`src/rtl/instruction_fetch.sv`:
```
// Instruction fetch unit. A three-state sequencer (BOOT -> REQUEST -> HOLD)
// reads one instruction from memory and holds it for the control unit. The
// held instruction retires when enable is sampled high, and fetch then moves
// to either the branch target or the next sequential address.
module instruction_fetch #(
  parameter int                    DATA_WIDTH        = 32,
  parameter int                    INSTRUCTION_WIDTH = 16,
  parameter logic [DATA_WIDTH-1:0] RESET_VECTOR      = '0
) (
  input  logic                         clock,
  input  logic                         reset,
  input  logic                         enable,
  input  logic                         should_branch,
  input  logic [DATA_WIDTH-1:0]        branch_target,
  input  logic [INSTRUCTION_WIDTH-1:0] mem_data,
  input  logic                         mem_ready,
  output logic                         mem_read,
  output logic [DATA_WIDTH-1:0]        mem_addr,
  output logic [INSTRUCTION_WIDTH-1:0] Instruction,
  output logic                         instruction_valid,
  output logic [DATA_WIDTH-1:0]        pc,
  output logic [DATA_WIDTH-1:0]        pc_plus_one
);

  typedef enum logic [1:0] {
    BOOT    = 2'd0,
    REQUEST = 2'd1,
    HOLD    = 2'd2
  } state_t;

  state_t                         state_q, state_d;
  logic [DATA_WIDTH-1:0]          fetch_addr_q, fetch_addr_d;
  logic [DATA_WIDTH-1:0]          pc_q, pc_d;
  logic [INSTRUCTION_WIDTH-1:0]   instr_q, instr_d;

  // Link value; wraps silently at the top of the address space.
  assign pc_plus_one = pc_q + DATA_WIDTH'(1);

  // State and datapath registers; reset abandons any outstanding request.
  always_ff @(posedge clock or posedge reset) begin
    if (reset) begin
      state_q      <= BOOT;
      fetch_addr_q <= RESET_VECTOR;
      pc_q         <= RESET_VECTOR;
      instr_q      <= '0;
    end else begin
      state_q      <= state_d;
      fetch_addr_q <= fetch_addr_d;
      pc_q         <= pc_d;
      instr_q      <= instr_d;
    end
  end

  // Next-state and output decode; mem_ready only matters in REQUEST and
  // enable/should_branch only matter in HOLD.
  always_comb begin
    state_d           = state_q;
    fetch_addr_d      = fetch_addr_q;
    pc_d              = pc_q;
    instr_d           = instr_q;
    mem_read          = 1'b0;
    instruction_valid = 1'b0;
    unique case (state_q)
      BOOT: begin
        state_d = REQUEST;
      end
      REQUEST: begin
        mem_read = 1'b1;
        if (mem_ready) begin
          instr_d = mem_data;
          pc_d    = fetch_addr_q;
          state_d = HOLD;
        end
      end
      HOLD: begin
        instruction_valid = 1'b1;
        if (enable) begin
          fetch_addr_d = should_branch ? branch_target : pc_plus_one;
          state_d      = REQUEST;
        end
      end
      default: begin
        state_d = BOOT;
      end
    endcase
  end

  assign mem_addr    = fetch_addr_q;
  assign Instruction = instr_q;
  assign pc          = pc_q;

endmodule

```
`config.mk`:
```
export PLATFORM = sky130hd
export DESIGN_NAME = instruction_fetch
export DESIGN_NICKNAME = d
export VERILOG_FILES = /design/src/rtl/instruction_fetch.sv
export SDC_FILE = /design/constraint.sdc
export NUM_CORES = 1
export LEC_CHECK = 0
export ABC_AREA = 1
export BUFFER_PORTS_ARGS = -buffer_cell sky130_fd_sc_hd__buf_2
export CAP_MARGIN = 15
export CORE_MARGIN = 5
export CORE_UTILIZATION = 25
export DETAILED_ROUTE_END_ITERATION = 16
export SYNTH_ARGS = -nofsm -noshare
export SYNTH_HDL_FRONTEND = slang
export SYNTH_SLANG_ARGS = --single-unit
```
`constraint.sdc`:
```
create_clock -name clock -period 3 [get_ports clock]
set_input_delay 0.45 -clock clock [delete_from_list [all_inputs] [get_ports clock]]
set_output_delay 0.45 -clock clock [all_outputs]
set_load 0.05 [all_outputs]
```
* Word level (Yosys, flattened, before mapping) *
Cells that the tools add are included.

storage, ports and cells
  output and inout bits = 114
  bits of input ports = 53
  flip-flop bits (word level) = 82
  word-level logic and storage cells = 19

cells by class
  reduce and logical (&&, ||, !) cells = 4
  $add $sub $neg = 1
  mux-type cells = 6
  equal/unequal tests = 4

operator list
  kind                   number
  $add 32x1->32 const B  1
  $mux 32                1
  $pmux 2 s3             1
  $reduce_and 2->1       3
  $mux 2                 2
  $ne 2x2->1 const B     2
  $eq 2x1->1 const B     1
  $eq 2x2->1 const B     1
  $logic_not 2->1        1
  $mux 1                 2

* Depth between registers and ports, before layout *
  depth in word-level cells = 3
  mapped depth = 10

* Worst setup path before layout *
No wires, ideal clock.

  kind = reg2out
  start point = register pc_q[0] (netlist: pc[0])
  end point = output pc_plus_one[7]
  cell stages (with the launch flop) = 5
  setup slack = 270 ps
  arrival time = 2,280 ps
  required time = 2,550 ps
  cell sequence = dfrtp_1 inv_1 nor2_4 nand2_4 xnor2_1

on the way
  longest elaborated chain between the ends = 1

ends and longest elaborated chain
  item                    RTL line  source
  from (decl)             33        logic [DATA_WIDTH-1:0] pc_q, pc_d;
  from (signal assigned)  49        pc_q <= pc_d;
  $add 32x1->32           37        assign pc_plus_one = pc_q + DATA_WIDTH'(1);
  to (decl)               22        output logic [DATA_WIDTH-1:0] pc_plus_one

Every way passes these cells.

* Worst setup path in the final report *
  start point = register pc_q[0] (netlist: pc[0])
  end point = output pc_plus_one[14]

The elaborated chain is that of the path after synthesis.

==> out/metrics.csv <==
stage,metric,value,unit
placed_design,dpl_worst_slack,835,ps
synth,synth-main-ff-cell,dfrtp_1,
detailed_routing,dr.pass1.iters,4,
worst_setup_path,critPathLaunch,pc[0]$_DFFE_PP0P_,
timing,slew_headroom,46.3,%
detailed_routing,via_per_inst,4.33,
placed_design,portBuffers,166,
synth,syn_nets,640,
layout,areaGrowthSynthToFinish,33.9,%
worst_setup_path,cp.required,2550,ps
worst_setup_path,critPathCapture,pc_plus_one[14],
timing,fmax,401,MHz
timing,period_needed,2500,ps
die,chipWidth,142,µm
die,die_y,142,µm
timing,fin_ws,505,ps
detailed_routing,vias,4242,
cts,holdBufCountCts,0,
synth,ys_ff_latch,82,
global_routing,grt_pass1_vias,4262,
synth,synth.most_common_cell,nand2_1,
detailed_routing,ant_nets,0,
cts,post-cts-setup-buffers,0,
layout,antenna_cells,0,
worst_setup_path,crit_family,simple AND/OR/NAND/NOR gates,
synth,ys_types,24,
layout,drive_gt1_share,30.3,%
worst_setup_path,crit_cells,8,
detailed_routing,route.final.wire_length,14500,µm
layout,finalNetCount,805,
die,start_util,25.4,%
cts,clk_latency,340,ps
global_routing,overflow,0,
worst_setup_path,critPathMaxStageDelay,420,ps
worst_setup_path,path_buf_inv,2,
worst_setup_path,ff2ff_path_depth,6,
global_routing,antenna_found_initial,0,
timing,skew,5.90,ps
detailed_routing,wire_per_inst,14.8,µm
timing,tightestPinTransition,803,ps
global_routing,grt_pass1_wl,23200,µm
cts,cts.sinks,82,
timing,tns,0,ps
synth,synth.avg_cell_area,7.48,µm²
worst_setup_path,ff2ff_setup_slack,970,ps
die,io_pins,167,
worst_setup_path,cpMaxStageDelayCell,dfrtp_1,
synth,synthCells,586,
synth,ys_top_cells_by_area,"dfrtp_1, nand2_1, nor2_1",
cts,tritoncts,built,
run_status,outcome,finished clean,
job,cap_violations,0,
timing,rsz0062_at_grt,no,
detailed_routing,drc_errors,0,
synth,netlist_area,4380,µm²
worst_setup_path,path_cells,ha_1 > inv_1 > nor2_4 > nand2_2 > nor2_4 > nand2_1 > nand2_1 > buf_2,
synth,async_reset_ff_share,100,%
timing,setup_violations,0,
synth,yosys_warnings,0,
worst_setup_path,cp.arrival,2050,ps
global_routing,grt_max_degree,51,
layout,n_fill_cell,1837,
timing,period_share,83.2,%
worst_setup_path,cp_max_fo,6,
cts,postCtsResizedCells,0,
die,core.rowCount,48,
placed_design,dpl.hpwl,11200,µm
cts,cts_max_level,3,
worst_setup_path,path_class,reg -> out,
cts,clock_path_buffers,2,
min_path,worstHoldPathType,in -> async,
synth,yosys.area.top_type_share,46.8,%
worst_setup_path,worstReg2RegStart,state_q[1]$_DFFE_PP0P_,
synth,ys_seq_area_share,46.8,%
timing,finalHoldViolations,0,
worst_setup_path,start_kind,register,
die,core_area,17200,µm²
synth,yosys.area.top_type,dfrtp_1,
cts,cts_buffers,9,
global_routing,track_usage,14.6,%
worst_setup_path,rr_endpoint,mem_addr[2]$_DFFE_PP0P_,
synth,ys_top_cells_by_count,"nand2_1, nor2_1, dfrtp_1",
placed_design,gp_congestion,0.792,
cts,clockRootBuffer,clkbuf_16,
die,dieArea,20300,µm²
detailed_routing,drt_iter0_markers,143,
timing,drv_slew,0,
cts,clkSlewWorstSetupHoldPaths,60,ps
synth,synth_edf_count,0,
worst_setup_path,cp-end-kind,output pin,
## kinds of logic after synthesis
kind of cell	Yosys count	share of synthesized area, %
simple gates	334	31.6
flops	82	46.8
buf+inv	75	6.62
compound gates	67	8.22
mux	18	4.62
xor+xnor	9	1.80
fa+ha+maj	1	0.285
## layout make-up
| cell class | instances | area (µm²) | share of cell area [%] |
|---|---|---|---|
| Multi-Input combinational cell | 429 | 2040 | 34.8 |
| Inverter | 55 | 208 | 3.54 |
| Clock buffer | 9 | 225 | 3.84 |
| Sequential cell | 82 | 2050 | 35.0 |
| Tap cell | 225 | 282 | 4.80 |
| Timing Repair Buffer | 174 | 928 | 15.8 |
| Clock inverter | 6 | 130 | 2.22 |
## state kept, by name, indices dropped and copies added (netlist names)
name	count
mem_addr	32
pc	32
Instruction	16
state_q	2
## per-layer routing
layer  routed length (µm)  share of wire (%)  GRT usage (%)  vias to the layer above
met5                    0                  0              0                        -
met3                 1170                8.1           5.14                       16
met1                 6260                 43           18.3                     1941
met4                  244                1.7           4.05                        0
met2                 6800                 47           23.9                      121
li1                     -                  -              -                     2164
## through the flow
stage	utilization [%]	instance area, µm²	instances	hold slack (ps)
global placement	32.0	5510	965	475
detailed placement	32.0	5510	965	479
global route	34.0	5870	980	242
floorplan	-	4380	586	452
finish	34.0	5870	980	180
CTS	34.0	5870	980	209
## worst min-delay path by stage
| stage | endpoint | slack, ps | cells past startpoint |
|---|---|---|---|
| 2_1_floorplan | state_q[0]$_DFFE_PP0P_ | 450 | 1 |
| 3_3_place_gp | state_q[0]$_DFFE_PP0P_ | 470 | 1 |
| 3_5_place_dp | state_q[0]$_DFFE_PP0P_ | 480 | 1 |
| 4_1_cts | Instruction[9]$_DFFE_PP0P_ | 210 | 2 |
| 5_1_grt | mem_addr[20]$_DFFE_PP0P_ | 240 | 2 |
| 6_report | Instruction[0]$_DFFE_PP0P_ | 180 | 2 |
## cells in the final DEF, fill, tap and decap left out, drive strengths merged, types with 2 or more instances in the layout
master | netlist | final
a21oi | 22 | 22
nand3 | 32 | 32
nand2 | 187 | 187
o21ai | 33 | 33
xor2 | 4 | 4
xnor2 | 5 | 5
a21boi | 2 | 2
buf | 8 | 174
inv | 55 | 54
clkinv | 0 | 3
o22ai | 7 | 7
mux2 | 18 | 18
bufinv | 0 | 4
nor2 | 115 | 115
o31ai | 2 | 2
dfrtp | 82 | 82
clkbuf | 12 | 9
Power is not shown: default switching activity piles up to over one toggle a cycle in this logic, so the estimate is an artifact.
